===== src/rtl/aes_decrypt_ctrl_pkg.sv =====
// Shared AES decrypt types, state encodings and inverse-cipher byte transforms.
// Latency: none; everything here is combinational helpers and constants.
// Backpressure: not applicable.
package aes_decrypt_ctrl_pkg;

    localparam int AES_BLOCK_W = 128;
    localparam int AES128_NR   = 10;

    typedef logic [AES_BLOCK_W-1:0] aes_block_t;

    typedef enum logic [1:0] {
        ST_IDLE  = 2'd0,
        ST_ROUND = 2'd1,
        ST_FINAL = 2'd2,
        ST_DONE  = 2'd3
    } dec_state_e;

    // Inverse S-box, indexed by the substituted byte value.
    localparam logic [7:0] INV_SBOX [256] = '{
        8'h52, 8'h09, 8'h6a, 8'hd5, 8'h30, 8'h36, 8'ha5, 8'h38, 8'hbf, 8'h40, 8'ha3, 8'h9e, 8'h81, 8'hf3, 8'hd7, 8'hfb,
        8'h7c, 8'he3, 8'h39, 8'h82, 8'h9b, 8'h2f, 8'hff, 8'h87, 8'h34, 8'h8e, 8'h43, 8'h44, 8'hc4, 8'hde, 8'he9, 8'hcb,
        8'h54, 8'h7b, 8'h94, 8'h32, 8'ha6, 8'hc2, 8'h23, 8'h3d, 8'hee, 8'h4c, 8'h95, 8'h0b, 8'h42, 8'hfa, 8'hc3, 8'h4e,
        8'h08, 8'h2e, 8'ha1, 8'h66, 8'h28, 8'hd9, 8'h24, 8'hb2, 8'h76, 8'h5b, 8'ha2, 8'h49, 8'h6d, 8'h8b, 8'hd1, 8'h25,
        8'h72, 8'hf8, 8'hf6, 8'h64, 8'h86, 8'h68, 8'h98, 8'h16, 8'hd4, 8'ha4, 8'h5c, 8'hcc, 8'h5d, 8'h65, 8'hb6, 8'h92,
        8'h6c, 8'h70, 8'h48, 8'h50, 8'hfd, 8'hed, 8'hb9, 8'hda, 8'h5e, 8'h15, 8'h46, 8'h57, 8'ha7, 8'h8d, 8'h9d, 8'h84,
        8'h90, 8'hd8, 8'hab, 8'h00, 8'h8c, 8'hbc, 8'hd3, 8'h0a, 8'hf7, 8'he4, 8'h58, 8'h05, 8'hb8, 8'hb3, 8'h45, 8'h06,
        8'hd0, 8'h2c, 8'h1e, 8'h8f, 8'hca, 8'h3f, 8'h0f, 8'h02, 8'hc1, 8'haf, 8'hbd, 8'h03, 8'h01, 8'h13, 8'h8a, 8'h6b,
        8'h3a, 8'h91, 8'h11, 8'h41, 8'h4f, 8'h67, 8'hdc, 8'hea, 8'h97, 8'hf2, 8'hcf, 8'hce, 8'hf0, 8'hb4, 8'he6, 8'h73,
        8'h96, 8'hac, 8'h74, 8'h22, 8'he7, 8'had, 8'h35, 8'h85, 8'he2, 8'hf9, 8'h37, 8'he8, 8'h1c, 8'h75, 8'hdf, 8'h6e,
        8'h47, 8'hf1, 8'h1a, 8'h71, 8'h1d, 8'h29, 8'hc5, 8'h89, 8'h6f, 8'hb7, 8'h62, 8'h0e, 8'haa, 8'h18, 8'hbe, 8'h1b,
        8'hfc, 8'h56, 8'h3e, 8'h4b, 8'hc6, 8'hd2, 8'h79, 8'h20, 8'h9a, 8'hdb, 8'hc0, 8'hfe, 8'h78, 8'hcd, 8'h5a, 8'hf4,
        8'h1f, 8'hdd, 8'ha8, 8'h33, 8'h88, 8'h07, 8'hc7, 8'h31, 8'hb1, 8'h12, 8'h10, 8'h59, 8'h27, 8'h80, 8'hec, 8'h5f,
        8'h60, 8'h51, 8'h7f, 8'ha9, 8'h19, 8'hb5, 8'h4a, 8'h0d, 8'h2d, 8'he5, 8'h7a, 8'h9f, 8'h93, 8'hc9, 8'h9c, 8'hef,
        8'ha0, 8'he0, 8'h3b, 8'h4d, 8'hae, 8'h2a, 8'hf5, 8'hb0, 8'hc8, 8'heb, 8'hbb, 8'h3c, 8'h83, 8'h53, 8'h99, 8'h61,
        8'h17, 8'h2b, 8'h04, 8'h7e, 8'hba, 8'h77, 8'hd6, 8'h26, 8'he1, 8'h69, 8'h14, 8'h63, 8'h55, 8'h21, 8'h0c, 8'h7d
    };

    // Multiply by x in GF(2^8) modulo x^8+x^4+x^3+x+1.
    function automatic logic [7:0] gf_xtime(input logic [7:0] a);
        return {a[6:0], 1'b0} ^ (a[7] ? 8'h1b : 8'h00);
    endfunction

    // Multiply by a small constant k (only 4-bit constants are needed here).
    function automatic logic [7:0] gf_mul_c(input logic [7:0] a, input logic [3:0] k);
        logic [7:0] a2;
        logic [7:0] a4;
        logic [7:0] a8;
        a2 = gf_xtime(a);
        a4 = gf_xtime(a2);
        a8 = gf_xtime(a4);
        return ({8{k[0]}} & a) ^ ({8{k[1]}} & a2) ^ ({8{k[2]}} & a4) ^ ({8{k[3]}} & a8);
    endfunction

    // Byte k of the block is bits [127-8k -: 8]; state is column-major (k = 4*col + row).
    // Row r is rotated right by r columns.
    function automatic aes_block_t inv_shift_rows(input aes_block_t s);
        aes_block_t r;
        r = '0;
        for (int c = 0; c < 4; c++) begin
            for (int row = 0; row < 4; row++) begin
                r[AES_BLOCK_W-1-8*(4*c+row) -: 8] = s[AES_BLOCK_W-1-8*(4*((c+4-row)%4)+row) -: 8];
            end
        end
        return r;
    endfunction

    function automatic aes_block_t inv_sub_bytes(input aes_block_t s);
        aes_block_t r;
        r = '0;
        for (int k = 0; k < AES_BLOCK_W/8; k++) begin
            r[8*k +: 8] = INV_SBOX[s[8*k +: 8]];
        end
        return r;
    endfunction

    // Each column is multiplied by the fixed polynomial {0b}x^3+{0d}x^2+{09}x+{0e}.
    function automatic aes_block_t inv_mix_columns(input aes_block_t s);
        aes_block_t r;
        logic [7:0] a0, a1, a2, a3;
        r = '0;
        for (int c = 0; c < 4; c++) begin
            a0 = s[AES_BLOCK_W-1-32*c  -: 8];
            a1 = s[AES_BLOCK_W-9-32*c  -: 8];
            a2 = s[AES_BLOCK_W-17-32*c -: 8];
            a3 = s[AES_BLOCK_W-25-32*c -: 8];
            r[AES_BLOCK_W-1-32*c  -: 8] = gf_mul_c(a0, 4'he) ^ gf_mul_c(a1, 4'hb) ^ gf_mul_c(a2, 4'hd) ^ gf_mul_c(a3, 4'h9);
            r[AES_BLOCK_W-9-32*c  -: 8] = gf_mul_c(a0, 4'h9) ^ gf_mul_c(a1, 4'he) ^ gf_mul_c(a2, 4'hb) ^ gf_mul_c(a3, 4'hd);
            r[AES_BLOCK_W-17-32*c -: 8] = gf_mul_c(a0, 4'hd) ^ gf_mul_c(a1, 4'h9) ^ gf_mul_c(a2, 4'he) ^ gf_mul_c(a3, 4'hb);
            r[AES_BLOCK_W-25-32*c -: 8] = gf_mul_c(a0, 4'hb) ^ gf_mul_c(a1, 4'hd) ^ gf_mul_c(a2, 4'h9) ^ gf_mul_c(a3, 4'he);
        end
        return r;
    endfunction

endpackage


===== src/rtl/aes_decrypt_ctrl_round.sv =====
// Combinational AES inverse round datapaths: full middle round and final round.
// Latency: zero cycles, pure logic between the sequencer's state registers.
// Backpressure: none; the sequencer decides when results are captured.
module decrypt_round
    import aes_decrypt_ctrl_pkg::*;
(
    input  logic [AES_BLOCK_W-1:0] state_i,
    input  logic [AES_BLOCK_W-1:0] round_key_i,
    output logic [AES_BLOCK_W-1:0] state_o
);

    // Middle round: InvShiftRows, InvSubBytes, AddRoundKey, then InvMixColumns.
    assign state_o = inv_mix_columns(inv_sub_bytes(inv_shift_rows(state_i)) ^ round_key_i);

endmodule

// Last round of the inverse cipher; identical to a middle round minus InvMixColumns.
module dec_final_round
    import aes_decrypt_ctrl_pkg::*;
(
    input  logic [AES_BLOCK_W-1:0] state_i,
    input  logic [AES_BLOCK_W-1:0] round_key_i,
    output logic [AES_BLOCK_W-1:0] state_o
);

    // Final round: InvShiftRows, InvSubBytes, AddRoundKey with round key 0.
    assign state_o = inv_sub_bytes(inv_shift_rows(state_i)) ^ round_key_i;

endmodule


===== src/rtl/aes_decrypt_ctrl.sv =====
// Iterative AES block decryptor: one shared inverse round reused NR-1 times, then a final round.
// Latency: accept edge + NR edges to out_valid; one block in flight, issue interval NR+2.
// Backpressure: in_ready only in IDLE with key_ready; result held in DONE until out_ready.
module aes_decrypt_ctrl
    import aes_decrypt_ctrl_pkg::*;
#(
    parameter int NR        = AES128_NR,
    parameter int KEY_IDX_W = 4
) (
    input  logic                   clk,
    input  logic                   rst_n,
    input  logic                   in_valid,
    output logic                   in_ready,
    input  logic [AES_BLOCK_W-1:0] in_data,
    input  logic                   key_ready,
    output logic [KEY_IDX_W-1:0]   key_idx,
    input  logic [AES_BLOCK_W-1:0] round_key,
    output logic                   out_valid,
    input  logic                   out_ready,
    output logic [AES_BLOCK_W-1:0] out_data,
    output logic                   busy
);

    // Key index used while idle is the last round key, needed by the initial AddRoundKey.
    localparam logic [KEY_IDX_W-1:0] KEY_LAST  = KEY_IDX_W'(NR);
    localparam logic [KEY_IDX_W-1:0] CNT_START = KEY_IDX_W'(NR - 1);
    localparam logic [KEY_IDX_W-1:0] CNT_ONE   = KEY_IDX_W'(1);

    dec_state_e             state_q;
    logic [AES_BLOCK_W-1:0] blk_q;
    logic [AES_BLOCK_W-1:0] blk_d;
    logic [KEY_IDX_W-1:0]   cnt_q;
    logic [AES_BLOCK_W-1:0] out_q;
    logic                   out_vld_q;

    logic [AES_BLOCK_W-1:0] round_out;
    logic [AES_BLOCK_W-1:0] final_out;
    logic                   accept;

    decrypt_round u_round (
        .state_i     (blk_q),
        .round_key_i (round_key),
        .state_o     (round_out)
    );

    dec_final_round u_final (
        .state_i     (blk_q),
        .round_key_i (round_key),
        .state_o     (final_out)
    );

    assign in_ready  = (state_q == ST_IDLE) && key_ready;
    assign accept    = in_ready && in_valid;
    assign busy      = (state_q != ST_IDLE);
    assign out_valid = out_vld_q;
    assign out_data  = out_q;

    // Round-key request follows the state: last key when idle, counter in rounds, key 0 at the end.
    always_comb begin
        key_idx = KEY_LAST;
        case (state_q)
            ST_IDLE:  key_idx = KEY_LAST;
            ST_ROUND: key_idx = cnt_q;
            ST_FINAL: key_idx = '0;
            default:  key_idx = KEY_LAST;
        endcase
    end

    // Next working block: initial key whitening on accept, otherwise the active round's result.
    always_comb begin
        blk_d = blk_q;
        case (state_q)
            ST_IDLE:  blk_d = accept ? (in_data ^ round_key) : blk_q;
            ST_ROUND: blk_d = round_out;
            ST_FINAL: blk_d = final_out;
            default:  blk_d = blk_q;
        endcase
    end

    // Sequencer: block capture, round countdown, result register and output handshake.
    always_ff @(posedge clk or negedge rst_n) begin
        if (!rst_n) begin
            state_q   <= ST_IDLE;
            blk_q     <= '0;
            cnt_q     <= '0;
            out_q     <= '0;
            out_vld_q <= 1'b0;
        end else begin
            blk_q <= blk_d;
            case (state_q)
                ST_IDLE: begin
                    if (accept) begin
                        cnt_q   <= CNT_START;
                        state_q <= ST_ROUND;
                    end
                end
                ST_ROUND: begin
                    cnt_q <= cnt_q - CNT_ONE;
                    if (cnt_q == CNT_ONE) begin
                        state_q <= ST_FINAL;
                    end
                end
                ST_FINAL: begin
                    // out_data only ever changes here, so it stays stable through DONE.
                    out_q     <= final_out;
                    out_vld_q <= 1'b1;
                    state_q   <= ST_DONE;
                end
                ST_DONE: begin
                    if (out_ready) begin
                        out_vld_q <= 1'b0;
                        state_q   <= ST_IDLE;
                    end
                end
                default: begin
                    out_vld_q <= 1'b0;
                    state_q   <= ST_IDLE;
                end
            endcase
        end
    end

endmodule

===== config.mk =====
export PLATFORM = sky130hd
export DESIGN_NAME = aes_decrypt_ctrl
export DESIGN_NICKNAME = d
export VERILOG_FILES = /design/src/rtl/aes_decrypt_ctrl_pkg.sv /design/src/rtl/aes_decrypt_ctrl_round.sv /design/src/rtl/aes_decrypt_ctrl.sv
export SDC_FILE = /design/constraint.sdc
export NUM_CORES = 2
export LEC_CHECK = 0
export ABC_CLOCK_PERIOD_IN_PS = 7400
export BUFFER_PORTS_ARGS = -buffer_cell sky130_fd_sc_hd__buf_4
export CAP_MARGIN = 30
export CELL_PAD_IN_SITES_DETAIL_PLACEMENT = 1
export CELL_PAD_IN_SITES_GLOBAL_PLACEMENT = 1
export CORE_MARGIN = 3
export CORE_UTILIZATION = 52
export CTS_CLUSTER_DIAMETER = 60
export CTS_CLUSTER_SIZE = 25
export DETAILED_ROUTE_END_ITERATION = 6
export PLACE_DENSITY_LB_ADDON = 0.1
export SYNTH_ARGS = -nofsm -noshare
export SYNTH_HDL_FRONTEND = slang
export SYNTH_SLANG_ARGS = --single-unit

===== constraint.sdc =====
create_clock -name clk -period 7.4 [get_ports clk]
set_input_delay 1.11 -clock clk [delete_from_list [all_inputs] [get_ports clk]]
set_output_delay 1.11 -clock clk [all_outputs]
set_load 0.05 [all_outputs]

==> impl_metrics.toml <==
[grt]
grt_use_met3_pct = 20.9
top_usage_layer = "met2"
grt_pass1_wl_mm = 664
antenna_found_initial = 25
grt_util_met2_pct = 78.4
grt_pass1_vias = 95834
grt_usage_pct = 54.5
grt_max_degree = 127
grt_overflow = 0
met1_usage_pct = 67.1

[timing]
slew_viol_final = 0
min_period_over_period_pct = 99.6
finalSetupTns_ns = 0
rsz0062_at_grt = "no"
worst_pin_slew_ns = 1.15
relSlewSlack_pct = 23.4
hold_viol = 0
worst_clock_skew_ns = 0.0542
worst_slack_ns = 0.0296
setup_viol = 0
fin_crit_ns = 7.37
max_freq_mhz = 136

[run_status]
violations = "DRC"
outcome = "finished with violations"

[critical_path]
slowest_stage = "dfrtp_1"
startpoint_type = "flop"
critPathMaxStageDelay_ns = 1.07
worstPathMaxFanout = 28
worst_path_most_repeated_cell = "xnor2_1"
r2r_end = "blk_q[17]$_DFFE_PN0P_"
arrival_ns = 7.82
r2r_cells = 14
critical_path_class = "flop to flop"
regToRegSetupSlack_ns = 0.03
timing.rr.start = "blk_q[49]$_DFFE_PN0P_"
required_ns = 7.85
crit_chain = "inv_1 -> ha_1 -> nor2_1 -> o21ai_0 -> a311oi_1 -> a211o_1 -> a41oi_1 -> xnor2_2 -> xnor2_1 -> xnor2_1 -> xnor2_1 -> xnor2_1 -> a211oi_1 -> o22ai_1"
worstSetupEndpointType = "flop"

[routing]
vias = 100003
firstDrtPassIters = 7
wl_per_cell_um = 36.2
ant_nets = 0
drtIter0Drc = 19115
drc = 47
drt-vias-per-instance = 7.97
routed_wl_mm = 454

[run]
cap_violations = 0

[logic_synthesis]
synth_edf_count = 0
syn_area_um2 = 80100
synth_cell_types = 123
ys_seq_area_share_pct = 8.22
synth-seq-cells = 263
yosys_warnings = 0
synthFlopType = "dfrtp_1"
synth.avg_cell_area_um2 = 7.34
syn_inst = 10905
syn_nets = 11467
synth-async-reset-ratio_pct = 100

[placed_design]
port_buffers = 395
dp_worst_setup_slack_ns = 0.546
gp_congestion = 1.10
place_hpwl_mm = 325

[cts]
cts_buffer_depth = 3
htree_num_levels = 2
cts_hold_buf = 0
clk_latency_ns = 0.70
cts_setup_buffers = 0
tritoncts = "done"
cts_made_buffers = 49
cts.repair.resized = 0
clk_pin_slew_worst_paths_ns = 0.07
root_buffer = "clkbuf_16"
clock-sinks = 263

[floorplan]
placementRows = 143
coreArea_um2 = 152000
die_x_um = 398
die_y_um = 398
io_pins = 396
die-area_um2 = 159000
initial_core_util_pct = 52.5

[hold_path]
hp-class = "primary input to async pin"

[cells_and_area]
layout.nets = 11023
final_common_cell = "o21ai_0"
most-common-layout-cells = "787 x o21ai_0, 786 x nand2_1, 777 x a21oi_1, 711 x buf_4, 690 x nor2_1"
areaGrowthSynthToFinish_pct = 5.14
final.fill_count = 19261
drive_above_1_share_pct = 14.4
how the worst max path moves through the flow:
stage / from / endpoint / slack, ns / cells past startpoint
floorplan: blk_q[104]$_DFFE_PN0P_ / blk_q[44]$_DFFE_PN0P_ / 2.40 / 18
global placement: blk_q[73]$_DFFE_PN0P_ / blk_q[17]$_DFFE_PN0P_ / 0.64 / 15
detailed placement: blk_q[49]$_DFFE_PN0P_ / blk_q[19]$_DFFE_PN0P_ / 0.55 / 15
CTS: blk_q[49]$_DFFE_PN0P_ / blk_q[19]$_DFFE_PN0P_ / 0.49 / 15
global route: blk_q[49]$_DFFE_PN0P_ / blk_q[17]$_DFFE_PN0P_ / 0.06 / 14
finish: blk_q[49]$_DFFE_PN0P_ / blk_q[17]$_DFFE_PN0P_ / 0.03 / 14
metrics by stage:
stage | cell area (um2) | hold slack, ns | instances | utilization, %
5_1_grt | 84200 | 0.423 | 12530 | 55.2
3_5_place_dp | 82300 | 0.489 | 12428 | 54.0
6_report | 84200 | 0.370 | 12542 | 55.2
4_1_cts | 84000 | 0.399 | 12517 | 55.1
2_1_floorplan | 80100 | 0.528 | 10905 | -
3_3_place_gp | 82100 | 0.466 | 12418 | 53.9
cells by family (layout without fill, tap and decap cells):
family / Yosys count / after routing / share of synthesized area [%]
AO/OA/AOI/OAI: 3843 / 3843 / 33.1
AND/OR/NAND/NOR: 3404 / 3404 / 21.5
buffers and inverters: 1504 / 1098 / 8.90
XOR/XNOR: 1122 / 1122 / 14.2
multiplexers: 468 / 468 / 9.45
adder cells (fa/ha/maj): 301 / 301 / 4.70
flip-flops: 263 / 263 / 8.22
other: 0 / 13 / 0
sequential cells by signal (all words and copies together) (netlist names):
| register | flops |
|---|---|
| blk_q | 128 |
| cnt_q | 4 |
| state_q | 2 |
| out_data | 128 |
| out_valid | 1 |
cell usage after synthesis, types with 71 or more instances:
library cell / instances / share of area [%]
and2_1: 113 / 0.88
buf_4: 141 / 1.3
xnor2_1: 608 / 6.6
a211o_1: 74 / 0.81
o31ai_1: 129 / 1.2
mux2i_1: 155 / 1.9
a311oi_1: 176 / 1.9
mux4_2: 221 / 6.2
nand3_1: 259 / 1.6
nand2_1: 788 / 3.7
inv_1: 234 / 1.1
or2_2: 89 / 0.70
nor3b_1: 71 / 0.67
a31oi_1: 201 / 1.6
o221ai_1: 89 / 0.97
a21o_1: 87 / 0.82
and3_1: 81 / 0.63
o22ai_1: 96 / 0.75
nor3_1: 327 / 2.0
a21oi_1: 777 / 4.9
xor2_1: 372 / 4.1
buf_2: 394 / 2.5
ha_1: 301 / 4.7
clkbuf_1: 576 / 2.7
mux2_2: 89 / 1.3
or3_1: 72 / 0.56
a211oi_1: 247 / 2.3
o21ai_0: 787 / 4.9
nor2_1: 692 / 3.2
o311ai_0: 127 / 1.4
a221oi_1: 101 / 1.1
nor2b_1: 299 / 2.3
nand2b_1: 387 / 3.0
o211ai_1: 208 / 1.9
dfrtp_1: 263 / 8.2
layout make-up:
cell class,instances,area [um2],area share [%]
Timing Repair Buffer,732,5700,6.77
Antenna cell,13,32.5,0.0386
Clock buffer,52,1260,1.49
Inverter,277,1040,1.24
Clock inverter,37,467,0.554
Tap cell,2030,2540,3.02
Multi-Input combinational cell,9138,66500,78.9
Sequential cell,263,6710,7.97
routing by layer:
metal  part of all wire, %  wire length, um  vias up
li1                      -                -    39833
met1                    35           159000    48147
met2                    41           184000     9312
met3                    15            69500     2685
met4                   9.1            41200       26
met5                 0.039              175        -
worst max-delay path: cells and delay by family (launching register included):
kind,cells,cell delay (ns)
AOI/OAI and AO/OA,6,3.01
and+or+nand+nor,1,0.27
buffers and inverters,1,0.55
xor gates and xnor gates,5,1.36
DFF,1,1.07
adders and majority gates,1,0.87
Power is left out: the tool's default activity adds up to more than one toggle a clock period on the data nets, which glitch-free logic cannot reach.
